**src/rtl/volt_to_dac_code.sv**
```systemverilog
// Signed BCD millivolt setpoint -> 12-bit two's-complement / offset-binary DAC code.
// Optional macro VOLT_ROUND_NEAREST_EN: round-half-up of the magnitude instead of floor.
`timescale 1ns/1ps
module volt_to_dac_code #(
  parameter int FULL_MV = 5000,
  parameter int CODE_W  = 12
) (
  input  logic              clk,
  input  logic              rst,
  input  logic              in_valid,
  output logic              in_ready,
  input  logic [19:0]       in_dec,
  input  logic [7:0]        in_sig,
  output logic              busy,
  output logic              code_valid,
  output logic [CODE_W-1:0] dac_code,
  output logic [CODE_W-1:0] dac_ob,
  output logic              clip,
  output logic              fmt_err
);

  localparam int ACC_W = 17;
  localparam int DIV_W = ACC_W + CODE_W - 1;
  localparam int R_W   = $clog2(FULL_MV);
  localparam int POS_MAX = (1 << (CODE_W - 1)) - 1;
  localparam logic [CODE_W-1:0] CODE_MSB = CODE_W'(1) << (CODE_W - 1);

  typedef enum logic [2:0] {S_IDLE, S_CHECK, S_CONV, S_DIV, S_OUT} state_t;

  state_t            state_q;
  logic [19:0]       dec_q;
  logic [7:0]        sig_q;
  logic              err_q;
  logic              neg_q;
  logic [ACC_W-1:0]  acc_q;
  logic [DIV_W-1:0]  dq_q;
  logic [R_W-1:0]    rem_q;
  logic [4:0]        cnt_q;
  logic              code_valid_q;
  logic [CODE_W-1:0] code_q;
  logic [CODE_W-1:0] ob_q;
  logic              clip_q;
  logic              fmt_err_q;

  // Handshake: a setpoint transfers on a clk edge where in_valid && in_ready;
  // in_ready is high only in IDLE (and never while rst is asserted), so
  // anything presented during a conversion is simply not taken.
  assign in_ready   = (state_q == S_IDLE) && !rst;
  assign busy       = (state_q != S_IDLE);
  assign code_valid = code_valid_q;
  assign dac_code   = code_q;
  assign dac_ob     = ob_q;
  assign clip       = clip_q;
  assign fmt_err    = fmt_err_q;

  logic             bad_fmt;
  logic [ACC_W-1:0] acc_d;
  logic [DIV_W-1:0] dividend_d;
  logic [R_W:0]     rem_sh;
  logic [R_W:0]     rem_sub;
  logic [R_W:0]     rem_d;
  logic             q_bit;
  logic             sat;
  logic [CODE_W-1:0] res_code;

  always_comb begin
    bad_fmt = (sig_q != 8'd43) && (sig_q != 8'd45);
    for (int i = 0; i < 5; i++) begin
      if (dec_q[4*i +: 4] > 4'd9) bad_fmt = 1'b1;
    end
  end

  // dec_q shifts left during CONV so the current digit is always the top nibble.
  always_comb begin
    acc_d = acc_q * ACC_W'(10) + {{(ACC_W-4){1'b0}}, dec_q[19:16]};
`ifdef VOLT_ROUND_NEAREST_EN
    dividend_d = {acc_d, {(CODE_W-1){1'b0}}} + DIV_W'(FULL_MV / 2);
`else
    dividend_d = {acc_d, {(CODE_W-1){1'b0}}};
`endif
  end

  always_comb begin
    rem_sh  = {rem_q, dq_q[DIV_W-1]};
    rem_sub = rem_sh - (R_W+1)'(FULL_MV);
    q_bit   = (rem_sh >= (R_W+1)'(FULL_MV));
    rem_d   = q_bit ? rem_sub : rem_sh;
  end

  // Negative side reaches one code further than the positive side.
  always_comb begin
    if (!neg_q) begin
      sat      = (dq_q > DIV_W'(POS_MAX));
      res_code = sat ? ~CODE_MSB : dq_q[CODE_W-1:0];
    end else begin
      sat      = (dq_q > DIV_W'(POS_MAX + 1));
      res_code = sat ? CODE_MSB : (CODE_W'(0) - dq_q[CODE_W-1:0]);
    end
  end

  always_ff @(posedge clk) begin
    if (rst) begin
      state_q      <= S_IDLE;
      dec_q        <= '0;
      sig_q        <= '0;
      err_q        <= 1'b0;
      neg_q        <= 1'b0;
      acc_q        <= '0;
      dq_q         <= '0;
      rem_q        <= '0;
      cnt_q        <= '0;
      code_valid_q <= 1'b0;
      code_q       <= '0;
      ob_q         <= CODE_MSB;
      clip_q       <= 1'b0;
      fmt_err_q    <= 1'b0;
    end else begin
      code_valid_q <= 1'b0;
      case (state_q)
        S_IDLE: begin
          if (in_valid && in_ready) begin
            dec_q   <= in_dec;
            sig_q   <= in_sig;
            state_q <= S_CHECK;
          end
        end
        S_CHECK: begin
          err_q   <= bad_fmt;
          neg_q   <= (sig_q == 8'd45);
          acc_q   <= '0;
          cnt_q   <= '0;
          state_q <= bad_fmt ? S_OUT : S_CONV;
        end
        S_CONV: begin
          acc_q <= acc_d;
          dec_q <= {dec_q[15:0], 4'h0};
          if (cnt_q == 5'd4) begin
            dq_q    <= dividend_d;
            rem_q   <= '0;
            cnt_q   <= '0;
            state_q <= S_DIV;
          end else begin
            cnt_q <= cnt_q + 5'd1;
          end
        end
        S_DIV: begin
          dq_q  <= {dq_q[DIV_W-2:0], q_bit};
          rem_q <= R_W'(rem_d);
          if (cnt_q == 5'(DIV_W - 1)) begin
            cnt_q   <= '0;
            state_q <= S_OUT;
          end else begin
            cnt_q <= cnt_q + 5'd1;
          end
        end
        S_OUT: begin
          code_valid_q <= 1'b1;
          fmt_err_q    <= err_q;
          if (err_q) begin
            clip_q <= 1'b0;
          end else begin
            clip_q <= sat;
            code_q <= res_code;
            ob_q   <= res_code ^ CODE_MSB;
          end
          state_q <= S_IDLE;
        end
        default: state_q <= S_IDLE;
      endcase
    end
  end

endmodule

```
**config.mk**
```make
export PLATFORM = sky130hd
export DESIGN_NAME = volt_to_dac_code
export DESIGN_NICKNAME = d
export VERILOG_FILES = /design/src/rtl/volt_to_dac_code.sv
export SDC_FILE = /design/constraint.sdc
export NUM_CORES = 1
export LEC_CHECK = 0
export ABC_AREA = 0
export CAP_MARGIN = 20
export CORE_MARGIN = 10
export CORE_UTILIZATION = 35
export CTS_CLUSTER_SIZE = 14
export DETAILED_ROUTE_END_ITERATION = 16
export GPL_ROUTABILITY_DRIVEN = 0
export PLACE_DENSITY = 0.56
export SETUP_SLACK_MARGIN = 0.5
export SLEW_MARGIN = 20
export SYNTH_ARGS = -nofsm -noshare
export SYNTH_HDL_FRONTEND = slang
export SYNTH_SLANG_ARGS = --single-unit
```
**constraint.sdc**
```tcl
create_clock -name clk -period 3.02 [get_ports clk]
set_input_delay 0.604 -clock clk [delete_from_list [all_inputs] [get_ports clk]]
set_output_delay 0.604 -clock clk [all_outputs]
set_load 0.03 [all_outputs]
```
# Word-level counts from Yosys, hierarchy flattened
# Index checks and enable logic that the tools add are counted.
# op_classes
mul	1
n_addsub	4
eq_ne	12
bitwise	2
n_mux	27
magnitude_cmp	8
n_reduce_logical	15
# ops
cell	n
28-bit one-hot mux with 2 select lines	1
20-bit one-hot mux with 2 select lines	1
12-bit 2-to-1 mux	3
17-bit one-hot mux with 2 select lines	1
28-bit by 11-bit greater-than comparator with 1-bit output, second input constant	1
28-bit by 12-bit greater-than comparator with 1-bit output, second input constant	1
28-bit 2-to-1 mux	1
13-bit 2-to-1 mux	2
13-bit one-hot mux with 2 select lines	1
4-bit greater-than comparator, second input constant	5
20-bit 2-to-1 mux	1
17-bit by 4-bit adder with 17-bit output	1
17-bit by 3-bit multiplier with 16-bit output, second input constant	1
8-bit by 6-bit inequality test with 1-bit output, second input constant	2
5-bit one-hot mux with 3 select lines	1
14-bit by 13-bit greater-or-equal comparator with 1-bit output, second input constant	1
13-bit subtractor, second input constant	1
3-bit 2-to-1 mux	4
3-bit one-hot mux with 4 select lines	1
1-bit by 12-bit subtractor with 12-bit output, first input constant	1
5-bit 2-to-1 mux	2
8-bit by 6-bit == test with 1-bit output, second input constant	1
1-bit 2-to-1 mux	8
2-bit AND reduction	4
15 further kinds	23
# word_totals
wordCells	83
ff_bits	123
output_inout_bits	29
input_bits	31

# Logic depth before layout (Yosys ltp)
# logic_depth
ltp_word	9
mapped_depth	10
depth_no_buf	10

# Least setup slack after synthesis
# Ideal clock, no wire load.
# synth_path
path_type	register to register
from	reg acc_q[1]
to	reg dq_q[27]
path_slack_ns	-0.119
t_arrival_ns	3.077
period_less_slack_ns	3.139
t_required_ns	2.958
path_stages_with_launch	11
setup_ns	0.062
n_path_buf	0
cell_sequence	dfxtp_1 -> ha_1 -> ha_1 -> fa_1 -> a211oi_2 -> nor2_4 -> xor2_2 -> nand4b_2 -> or4_1 -> or4_1 -> nand3_1
# synth_between
elab_chain_cells	4
# synth_rtl
element	line_no	text
start: declaration	35	logic [ACC_W-1:0] acc_q;
start signal: assignment	108	acc_q <= '0;
start signal: assignment	130	acc_q <= '0;
start signal: assignment	135	acc_q <= acc_d;
17-bit by 3-bit multiplier with 16-bit output	75	acc_d = acc_q * ACC_W'(10) + {{(ACC_W-4){1'b0}}, dec_q[19:16]};
17-bit by 4-bit adder with 17-bit output	75	
28-bit 2-to-1 mux	137	if (cnt_q == 5'd4) begin
28-bit one-hot mux with 2 select lines	119	case (state_q)
end signal: assignment	138	dq_q <= dividend_d;
end signal: assignment	147	dq_q <= {dq_q[DIV_W-2:0], q_bit};
end: declaration	36	logic [DIV_W-1:0] dq_q;
# Every way passes these cells. The select of a mux whose other input is x is not followed.
# A chain may end at the register's enable or synchronous reset.

# Worst setup path in the final report
# layout_path
from	reg acc_q[3]
to	reg dq_q[25]
# Same word-level chain as after synthesis.

==> flow_metrics.tcl <==
set metrics [dict create \
    status "completed" \
    synth_ff_type "dfxtp_1" \
    sw_frac_of_total 0.254 \
    cts_tree "built" \
    vdd_drop_max_uv 251 \
    critical_path_class "flop to flop" \
    area_growth_pct 25.4 \
    final_util 0.452 \
    p_sw_uw 765 \
    synth_async_sr_flop_share 0 \
    drive_gt1_frac 0.148 \
    drtIter0Drc 301 \
    placed_cells_incl_taps 1046 \
    grt_pass1_vias 5302 \
    n_fill_cell 1765 \
    power.density_nw_per_um2 383 \
    io_pins 60 \
    worst-path-max-fanout 6 \
    end_kind "flop" \
    dp_hpwl_um 11600 \
    grt_util_all_layers 0.131 \
    synth_area_um2 6280 \
    grt-ovfl-total 0 \
    rsz0062_at_grt "yes" \
    antenna_found_initial 0 \
    synth_edf_count 0 \
    clkSlewWorstSetupHoldPaths_ps 80 \
    coreArea_um2 17400 \
    slew_headroom 0.584 \
    cts_buffers 9 \
    setup_viol_count_final 0 \
    routed_wl_um 16200 \
    hold_viol 0 \
    pwr-share-clk 0.420 \
    layout_common_cells "dfxtp_1, nand2_1, nor2_1" \
    clock_latency_ps 360 \
    yosysWarnings 0 \
    startpoint_type "flop" \
    synth.avg_cell_area_um2 7.96 \
    synth_nets 854 \
    htreeDepth 3 \
    setup_tns_ps 0 \
    skew_ps 8.02 \
    postRouteAntennaNets 0 \
    multi_input_area_um2 4100 \
    die_width_um 154 \
    wl_per_cell_um 15.1 \
    ys_types 66 \
    cts_root_buf "clkbuf_16" \
    timing.fmax_mhz 345 \
    final_net_count 910 \
    power_frac_comb 0.077 \
    dieArea_um2 23700 \
    p_int_uw 2250 \
    cts.sinks 111 \
    fp-row-count 48 \
    hp-class "flop to flop" \
    seqPwrFrac 0.503 \
    stdcell_count 1075 \
    regArea_um2 2230 \
    drv_cap 0 \
    grt_pass1_wl_um 26700 \
    layout_commonest_cell "dfxtp_1" \
    drv_slew 0 \
    tightest_slew_ps 623 \
    antenna_cells 0 \
    synth_seq_cells 111 \
    period_share 0.959 \
    dr.pass1.iters 5 \
    finalCriticalPeriod_ps 2900 \
    start_util 0.361 \
    p_leak_uw 0.00292 \
    crit_required_ps 3240 \
    synthCells 789 \
    arrival_ps 3110 \
    vias_per_cell 5.29 \
    port_buffers 59 \
    drc_errors 0 \
    cts_buffer_depth 2 \
    grt_max_degree 61 \
    synth_seq_area_share 0.354 \
    vias 5686 \
    cts_hold_buf 0 \
    die_h_um 154 \
]
## critical path, cell delays in order (launching register included)
cell and delay [ps]:
dfxtp_4 370, ha_4 240, ha_4 160, fa_2 380, a211oi_4 310, nor2_4 70
xor2_4 190, buf_6 130, nand3_2 90, or3_4 470, o311ai_2 230, o211ai_1 110
## per-layer routing
metal  global-route usage  up-vias  routed length [um]
li1                     -     2951                   -
met1                0.183     2635                8220
met2                0.198       87                7250
met3               0.0310       13                 576
met4               0.0319        0                 181
met5                    0        -                   0
## cells in the mapped netlist, types with 17 or more instances
cell type | count | area (um^2)
ha_1 | 32 | 400
a22oi_1 | 25 | 188
o21ai_0 | 36 | 180
dfxtp_1 | 111 | 2220
nand3_1 | 30 | 150
a311oi_1 | 17 | 149
nor3_1 | 20 | 100
nor2_1 | 97 | 364
clkbuf_1 | 36 | 135
nand2_1 | 106 | 398
a21oi_1 | 50 | 250
xnor2_1 | 17 | 149
## power groups by stage
stage / sequential, uW / clock (uW) / combinational (uW)
after CTS: 1520 / 1300 / 236
final: 1520 / 1270 / 233
after global placement: 1550 / 0 / 236
after global routing: 1520 / 1360 / 255
after floorplan: 1560 / 0 / 128
after detailed placement: 1550 / 0 / 236
## logic make-up (layout without fill, tap and decap cells)
logic type	after synthesis	count (layout)	synth area share
and+or+nand+nor	351	351	0.275
AOI/OAI and AO/OA	193	193	0.206
DFF	111	111	0.354
buffers and inverters	67	128	0.0470
adders and majority gates	34	34	0.0701
xor gates and xnor gates	27	27	0.0389
muxes	6	6	0.00956
## through the flow
step	hold WS (ps)	cell area [um^2]	worst slack [ps]	total power, uW
after global routing	470	7870	-2.21	3140
after floorplan	432	6350	252	1690
after detailed placement	444	7180	67.9	1790
after CTS	455	7610	91.2	3050
after global placement	442	7180	108	1790
final	455	7870	124	3020
## state kept, by name, summed over array words and instances, names as in the netlist
name        count
dq_q           28
rem_q          13
sig_q           8
clip            1
code_valid      1
state_q         3
dac_ob          1
err_q           1
dac_code       12
cnt_q           5
neg_q           1
dec_q          20
fmt_err         1
acc_q          16
## layout make-up
| class | count | area share |
|---|---|---|
| multi-input cells | 611 | 0.520 |
| inverters | 13 | 0.00620 |
| clock inverters | 5 | 0.00699 |
| flip-flops and latches | 111 | 0.284 |
| clock buffers | 11 | 0.0335 |
| repair buffers | 99 | 0.114 |
| well taps | 225 | 0.0358 |
## what timing repair did
| item | in CTS | in global routing |
|---|---|---|
| gates resized for setup | 16 | 41 |
| endpoints found under the setup margin | 15 | 23 |
| buffers inserted | 7 | 6 |
| pin swaps | 12 | 17 |
## worst paths after layout
| path | from | endpoint | slack (ps) | depth (start not counted) |
|---|---|---|---|---|
| hold / removal | rem_q[0] | rem_q[1] | 460 | 2 |
| setup reg to reg | acc_q[3] | dq_q[25] | 120 | 11 |
| setup / recovery | acc_q[3] | dq_q[25] | 120 | 11 |
| hold reg to reg | rem_q[0] | rem_q[1] | 460 | 2 |
No activity file was read; power rests on OpenSTA's default activity.
